==> config.mk <==
export PLATFORM = sky130hd
export DESIGN_NAME = gmii_rx_frame_parser
export DESIGN_NICKNAME = d
export VERILOG_FILES = /design/src/rtl/gmii_rx_frame_parser.sv
export SDC_FILE = /design/constraint.sdc
export NUM_CORES = 1
export LEC_CHECK = 0
export ABC_AREA = 1
export CAP_MARGIN = 5
export CORE_MARGIN = 2
export CORE_UTILIZATION = 50
export DETAILED_ROUTE_END_ITERATION = 7
export PLACE_DENSITY_LB_ADDON = 0.05
export SYNTH_ARGS = -nofsm -noshare
export SYNTH_HDL_FRONTEND = slang
export SYNTH_SLANG_ARGS = --single-unit
==> constraint.sdc <==
create_clock -name clk -period 4.54 [get_ports clk]
set_input_delay 0.454 -clock clk [delete_from_list [all_inputs] [get_ports clk]]
set_output_delay 0.454 -clock clk [all_outputs]
set_load 0.01 [all_outputs]
==> src/rtl/gmii_rx_frame_parser.sv <==
// GMII receive frame parser: strips preamble/SFD, streams frame bytes,
// checks CRC-32 and length, and counts good/bad frames.
// Ports:
//   clk, I_rst        : rx clock, synchronous active-high reset
//   I_rxd, I_rxdv     : GMII receive byte and data valid
//   O_data, O_valid   : frame byte stream (DA through FCS)
//   O_sof, O_eof      : first/last byte markers, qualified by O_valid
//   O_crc_ok, O_len_err, O_len : frame status on the O_eof beat
//   O_good_cnt, O_bad_cnt      : wrapping frame counters
module gmii_rx_frame_parser #(
  parameter int PRE_MIN = 1,
  parameter int MIN_LEN = 64,
  parameter int MAX_LEN = 1522
) (
  input  logic        clk,
  input  logic        I_rst,
  input  logic [7:0]  I_rxd,
  input  logic        I_rxdv,
  output logic [7:0]  O_data,
  output logic        O_valid,
  output logic        O_sof,
  output logic        O_eof,
  output logic        O_crc_ok,
  output logic        O_len_err,
  output logic [15:0] O_len,
  output logic [15:0] O_good_cnt,
  output logic [15:0] O_bad_cnt
);

  localparam logic [2:0]  PMIN    = 3'(PRE_MIN);
  localparam logic [15:0] MINL    = 16'(MIN_LEN);
  localparam logic [15:0] MAXL    = 16'(MAX_LEN);
  localparam logic [31:0] RESIDUE = 32'hDEBB20E3;

  typedef enum logic [1:0] {
    S_IDLE,
    S_PRE,
    S_DATA,
    S_DROP
  } state_t;

  state_t      r_state;
  state_t      w_state_nxt;
  logic [2:0]  r_pre_cnt;
  logic [2:0]  w_pre_cnt_nxt;
  logic        w_sfd;

  logic [7:0]  r_hold;
  logic        r_hold_v;
  logic        r_hold_sof;
  logic        r_first;
  logic [15:0] r_len;
  logic [31:0] r_crc;

  logic        w_cap;
  logic        w_end;
  logic        w_len_err;
  logic [31:0] w_crc_nxt;

  function automatic logic [31:0] crc_byte(
    input logic [31:0] c,
    input logic [7:0]  d
  );
    logic [31:0] x;
    x = c;
    for (int i = 0; i < 8; i++) begin
      if (x[0] ^ d[i]) x = (x >> 1) ^ 32'hEDB88320;
      else             x = x >> 1;
    end
    return x;
  endfunction

  always_comb begin
    w_state_nxt   = r_state;
    w_pre_cnt_nxt = r_pre_cnt;
    w_sfd         = 1'b0;
    case (r_state)
      S_IDLE: begin
        if (I_rxdv) begin
          if (I_rxd == 8'h55) begin
            w_state_nxt   = S_PRE;
            w_pre_cnt_nxt = 3'd1;
          end else begin
            w_state_nxt = S_DROP;
          end
        end
      end
      S_PRE: begin
        if (!I_rxdv) begin
          w_state_nxt = S_IDLE;
        end else if (I_rxd == 8'h55) begin
          if (r_pre_cnt != 3'd7) w_pre_cnt_nxt = r_pre_cnt + 3'd1;
        end else if (I_rxd == 8'hD5 && r_pre_cnt >= PMIN) begin
          w_state_nxt = S_DATA;
          w_sfd       = 1'b1;
        end else begin
          w_state_nxt = S_DROP;
        end
      end
      S_DATA: if (!I_rxdv) w_state_nxt = S_IDLE;
      S_DROP: if (!I_rxdv) w_state_nxt = S_IDLE;
      default: w_state_nxt = S_IDLE;
    endcase
  end

  // Coming out of reset in the middle of a burst must not lock onto it.
  always_ff @(posedge clk) begin
    if (I_rst) begin
      r_state   <= I_rxdv ? S_DROP : S_IDLE;
      r_pre_cnt <= 3'd0;
    end else begin
      r_state   <= w_state_nxt;
      r_pre_cnt <= w_pre_cnt_nxt;
    end
  end

  assign w_cap     = (r_state == S_DATA) && I_rxdv;
  // The held byte is the last one when rxdv has already dropped.
  assign w_end     = r_hold_v && !I_rxdv;
  assign w_crc_nxt = crc_byte(r_crc, r_hold);
  assign w_len_err = (r_len < MINL) || (r_len > MAXL);

  always_ff @(posedge clk) begin
    if (I_rst) begin
      r_hold     <= 8'h00;
      r_hold_v   <= 1'b0;
      r_hold_sof <= 1'b0;
      r_first    <= 1'b0;
      r_len      <= 16'h0000;
      r_crc      <= 32'hFFFFFFFF;
      O_data     <= 8'h00;
      O_valid    <= 1'b0;
      O_sof      <= 1'b0;
      O_eof      <= 1'b0;
      O_crc_ok   <= 1'b0;
      O_len_err  <= 1'b0;
      O_len      <= 16'h0000;
      O_good_cnt <= 16'h0000;
      O_bad_cnt  <= 16'h0000;
    end else begin
      r_hold_v <= w_cap;
      if (w_cap) begin
        r_hold     <= I_rxd;
        r_hold_sof <= r_first;
        r_first    <= 1'b0;
        if (r_len != 16'hFFFF) r_len <= r_len + 16'd1;
      end
      // CRC trails capture by one byte so the compare sees the final byte.
      if (w_sfd) begin
        r_first <= 1'b1;
        r_len   <= 16'h0000;
        r_crc   <= 32'hFFFFFFFF;
      end else if (r_hold_v) begin
        r_crc <= w_crc_nxt;
      end
      O_valid   <= r_hold_v;
      O_data    <= r_hold;
      O_sof     <= r_hold_v && r_hold_sof;
      O_eof     <= w_end;
      O_crc_ok  <= w_end && (w_crc_nxt == RESIDUE);
      O_len_err <= w_end && w_len_err;
      if (w_end) O_len <= r_len;
      if (O_valid && O_eof) begin
        if (O_crc_ok && !O_len_err) O_good_cnt <= O_good_cnt + 16'd1;
        else                        O_bad_cnt  <= O_bad_cnt + 16'd1;
      end
    end
  end

endmodule
* Word level (Yosys, flattened, before mapping)
Cells that the tools add are included.
** Storage, ports and cells
- Bits in registers :: 125
- Word-level logic and storage cells :: 107
** Cells by class
- Add/subtract/negate cells :: 4
- $lt $le $gt $ge :: 3
- Equality and inequality tests :: 16
- Multiplexer cells :: 29
- Bitwise logic cells :: 17
- Reductions and logical operators :: 21
** Operator list (number)
- $mux W32 :: 8
- $not A13 Y14 :: 8
- $add A16 B1 Y16 const B :: 3
- $eq A32 B32 Y1 const B :: 1
- $gt A16 B11 Y1 const B :: 1
- $lt A16 B7 Y1 const B :: 1
- $ne A16 B16 Y1 const B :: 1
- $mux W3 :: 5
- $mux W2 :: 7
- $ne A2 B2 Y1 const B :: 5
- $ne A3 B3 Y1 const B :: 3
- $eq A8 B7 Y1 const B :: 1
- $eq A8 B8 Y1 const B :: 1
- $logic_and A1 B1 Y1 :: 8
- $xor A1 B1 Y1 :: 8
- $mux W1 :: 7
- $pmux W2 S3 :: 1
- $pmux W3 S2 :: 1
- $reduce_and A2 Y1 :: 3
- $reduce_and A6 Y1 :: 1
- $eq A2 B2 Y1 const B :: 2
- $ne A4 B4 Y1 const B :: 1
- $reduce_bool A2 Y1 :: 2
- $reduce_or A2 Y1 :: 2
- other kinds (8) :: 9

* Depth between registers and ports, before layout
- Depth after elaboration :: 18
- Gate-level depth with buffers :: 16

* Least setup slack after synthesis
No wires, ideal clock.
- Path kind :: register to register
- Start point :: reg r_crc[0]
- End point :: reg O_crc_ok
- Setup time :: 0.062 ns
- Data arrival time :: 1.725 ns
- Data required time :: 4.478 ns
- Setup slack :: 2.753 ns
- Stages on the path, launching flop included :: 17
- Path buffers :: 1
- Period minus slack after synthesis :: 1.787 ns
- Path through :: dfxtp_1 -> inv_1 -> nand2_1 -> nand2_4 -> nand2_4 -> nand2_4 -> buf_12 -> ha_1 -> nor3b_1 -> nand3_1 -> nor2_1 -> nand3_1 -> nor2_1 -> nand2_1 -> nor2_2 -> nand2_1 -> nor2_2
** Between the ends
- Longest elaborated chain between the ends :: 16
- Elaborated cells on any way between the ends :: 19
** Ends and longest elaborated chain
- start: declaration :: line 53 : logic [31:0] r_crc;
- start signal: assignment :: line 154 : r_crc <= w_crc_nxt;
- $xor A1 B1 Y1 * :: line 67 : if (x[0] ^ d[i]) x = (x >> 1) ^ 32'hEDB88320;
- $mux W32 * (2 in a row) :: line 67
- $not A13 Y14 (no source line) or $mux W32 (tied branches)
- $mux W32 * :: line 67
- $not A13 Y14 (no source line) or $mux W32 (tied branches)
- $mux W32 * (2 in a row) :: line 67
- $not A13 Y14 (no source line) or $mux W32 (tied branches)
- $mux W32 * :: line 67
- $not A13 Y14 (no source line) or $mux W32 (tied branches)
- $mux W32 * :: line 67
- $not A13 Y14 (no source line)
- $mux W32 * :: line 67
- $eq A32 B32 Y1 * :: line 160 : O_crc_ok <= w_end && (w_crc_nxt == RESIDUE);
- $logic_and A1 B1 Y1 * :: line 160
- end signal: assignment :: line 160
- end: declaration :: line 23 : output logic O_crc_ok,
Every way passes the cells marked *; elsewhere a longest branch is shown, timed or not.
A chain may end at the register's enable or synchronous reset.

* Final worst setup path
- Start point :: reg r_hold_v
- End point :: reg O_crc_ok
** Between the ends
- Longest elaborated chain between the ends :: 2
** Ends and longest elaborated chain
- start: declaration :: line 49 : logic r_hold_v;
- start signal: assignment :: line 141 : r_hold_v <= w_cap;
- $logic_and A1 B1 Y1 :: line 119 : assign w_end = r_hold_v && !I_rxdv;
- $logic_and A1 B1 Y1 :: line 160
No other way between the ends.

==> impl_metrics.ini <==
[clocking]
cts_root_buffer = clkbuf_16
clkSlewWorstSetupHoldPaths_ns = 0.06
cts.repair.resized = 0
cts_buffers = 17
htreeDepth = 4
cts_max_path_buffers = 2
cts_setup_buffers = 0
insertion_delay_ns = 0.42
cts_tree = yes
cts.sinks = 125
postCtsHoldBufs = 0

[grt]
antenna_found_initial = 0
grt_pass1_vias = 5461
grtUsageTotal = 0.246
grt_max_degree = 43
grt_pass1_wl_um = 27500
grt-ovfl-total = 0

[cells_and_area]
n_antenna_cell = 0
mostFrequentLayoutCell = nand2_1
finalNetCount = 1036
finalNonFillerCells = 1203
area_delta_synth_final_pct = 22.6
layout_common_cells = nand2_1, dfxtp_1, inv_1
drive_gt1_frac = 0.0999

[worst_setup_path]
r2r_slack_ns = 1.95
worst_setup_path_end_kind = flop
endpoint = O_crc_ok
rr_endpoint = O_crc_ok
ff2ff_path_depth = 10
required_ns = 4.90
r2r_start = r_hold_v
start_kind = flop
arrival_ns = 2.95
worstSetupPathType = flop to flop
crit_fanout = 26
startpoint = r_hold_v

[synthesis]
seq_area_frac_synth = 0.389
synth_edf_count = 2
synth_cell_type_count = 48
async_flop_share = 0
syn_area_um2 = 6480
yosysWarningCount = 0
synth_cells = 946
syn_area_per_cell_um2 = 6.85
synth_flop_cell = dfxtp_1
yosys_register_bits = 125
synth_nets = 964

[die]
row_count = 41
core_area_um2 = 12600
io_pins = 72
die-area_um2 = 13900
fp.dieH_um = 118
fp.dieW_um = 118
initial_core_util = 0.514

[sta]
worst_pin_slew_ns = 0.996
fin_crit_ns = 2.59
report.final.setup_viol = 0
hold_ws_ns = 0.455
postLayoutSetupSlackWorst_ns = 1.95
max_freq_ghz = 0.386
finalSetupTns_ns = 0
post-route-period-util = 0.571
slew_headroom = 0.335
grt_setup_unrepaired = false
clock_skew_ns = 0.00819
hold_viol_final = 0
drv_slew = 0

[hold_path]
hold_class = flop to flop

[power]
p_leak_nw = 3.59
pwr-share-seq = 0.336
combPwrFrac = 0.271
power_density_nw_per_um2 = 451
switching_share = 0.347
clkPwrFrac = 0.393
p_int_mw = 2.34
vdd_ir_drop_max_mv = 0.307
p_sw_mw = 1.24

[place]
hpwlAfterDp_um = 11800
globalplace.congestion = 0.893
dpl.cell_count = 1171
pre_cts_slack_ns = 1.87
numPortBuffers = 71

[run]
drv_cap = 0

[drt]
drt_iter0_markers = 484
wl_um = 16500
ant_nets = 0
dr.pass1.iters = 5
vias_per_cell = 5.13
drc = 0
wl_per_cell_um = 13.7
vias = 6175

[run_status]
status = complete, no violations
==> layout make-up <==
type                       instances  area, um2
multi-input combinational        686       3420
fill                            1214       4670
sequential                       125       2520
timing repair buffer              75        741
inverter                         113        429
tap                              172        215
clock buffer                      19        464
clock inverter                    13        153
==> sequential cells by signal (all words and copies together) (netlist names), 2 cells and up <==
signal      cells
r_crc          32
r_len          16
O_good_cnt     16
O_bad_cnt      16
r_hold          8
r_state         2
r_pre_cnt       3
O_len          16
O_data          8
==> through the flow <==
step | total power [mW] | cell area, um2 | utilization
after detailed placement | 2.19 | 7330 | 0.581
final | 3.58 | 7950 | 0.630
after floorplan | 1.96 | 6480 | -
after global placement | 2.18 | 7330 | 0.581
after global routing | 3.79 | 7950 | 0.630
after CTS | 3.59 | 7950 | 0.630
==> logic make-up (layout without fill, tap and decap cells) <==
kind of cell / Yosys count / in the layout / share of synthesized area
adder cells (fa/ha/maj): 7 / 7 / 0.0135
AND/OR/NAND/NOR: 501 / 501 / 0.347
buffers and inverters: 135 / 220 / 0.0826
flip-flops: 125 / 125 / 0.389
AO/OA/AOI/OAI: 155 / 155 / 0.135
XOR/XNOR: 23 / 23 / 0.0322
==> metal layers <==
layer / global-route usage / vias to the layer above / share of wire / routed length (um)
li1: - / 3185 / - / -
met1: 0.348 / 2820 / 0.49 / 8060
met2: 0.378 / 154 / 0.45 / 7450
met3: 0.0484 / 16 / 0.049 / 807
met4: 0.0745 / 0 / 0.013 / 210
met5: 0 / - / 0 / 0
==> power by group through the flow <==
stage	clock network, mW	registers (mW)	logic [mW]
6_report	1.41	1.21	0.972
5_1_grt	1.47	1.21	1.11
4_1_cts	1.42	1.20	0.966
3_5_place_dp	0	1.23	0.960
3_3_place_gp	0	1.23	0.955
2_1_floorplan	0	1.22	0.738
==> worst max-delay path, cell delays in order, from the launching register on <==
cell     delay (ns)
dfxtp_1        0.97
nand2_1        0.47
nor3b_1        0.35
nand3_1        0.10
nor2_1         0.14
nand3_1        0.08
nor2_1         0.09
nand2_1        0.08
nor2_2         0.12
nand2_1        0.07
nor2_2         0.07
==> Yosys cell counts, types with 7 or more instances <==
cell	n	area, um2
nand2_1	278	1040
dfxtp_1	123	2460
inv_1	101	379
nor2_1	85	319
a21oi_1	63	315
o21ai_0	56	280
nand3_1	55	275
nand2_2	20	125
xor2_1	19	166
clkbuf_1	15	56.3
o211ai_1	15	113
nand2_4	13	146
nor3_1	13	65.1
nor2_2	12	75.1
inv_2	10	37.5
nand4_1	9	56.3
ha_1	7	87.6
==> worst min path at each step <==
stage,from,to,slack [ns],cells after the start
finish,r_hold_sof,O_sof,0.46,2
global route,r_hold_sof,O_sof,0.47,2
CTS,r_hold_sof,O_sof,0.45,2
detailed placement,r_hold_sof,O_sof,0.44,2
global placement,r_first,r_first,0.45,2
floorplan,r_hold_sof,O_sof,0.42,2
Note: power is estimated with default switching activity, not from simulation.
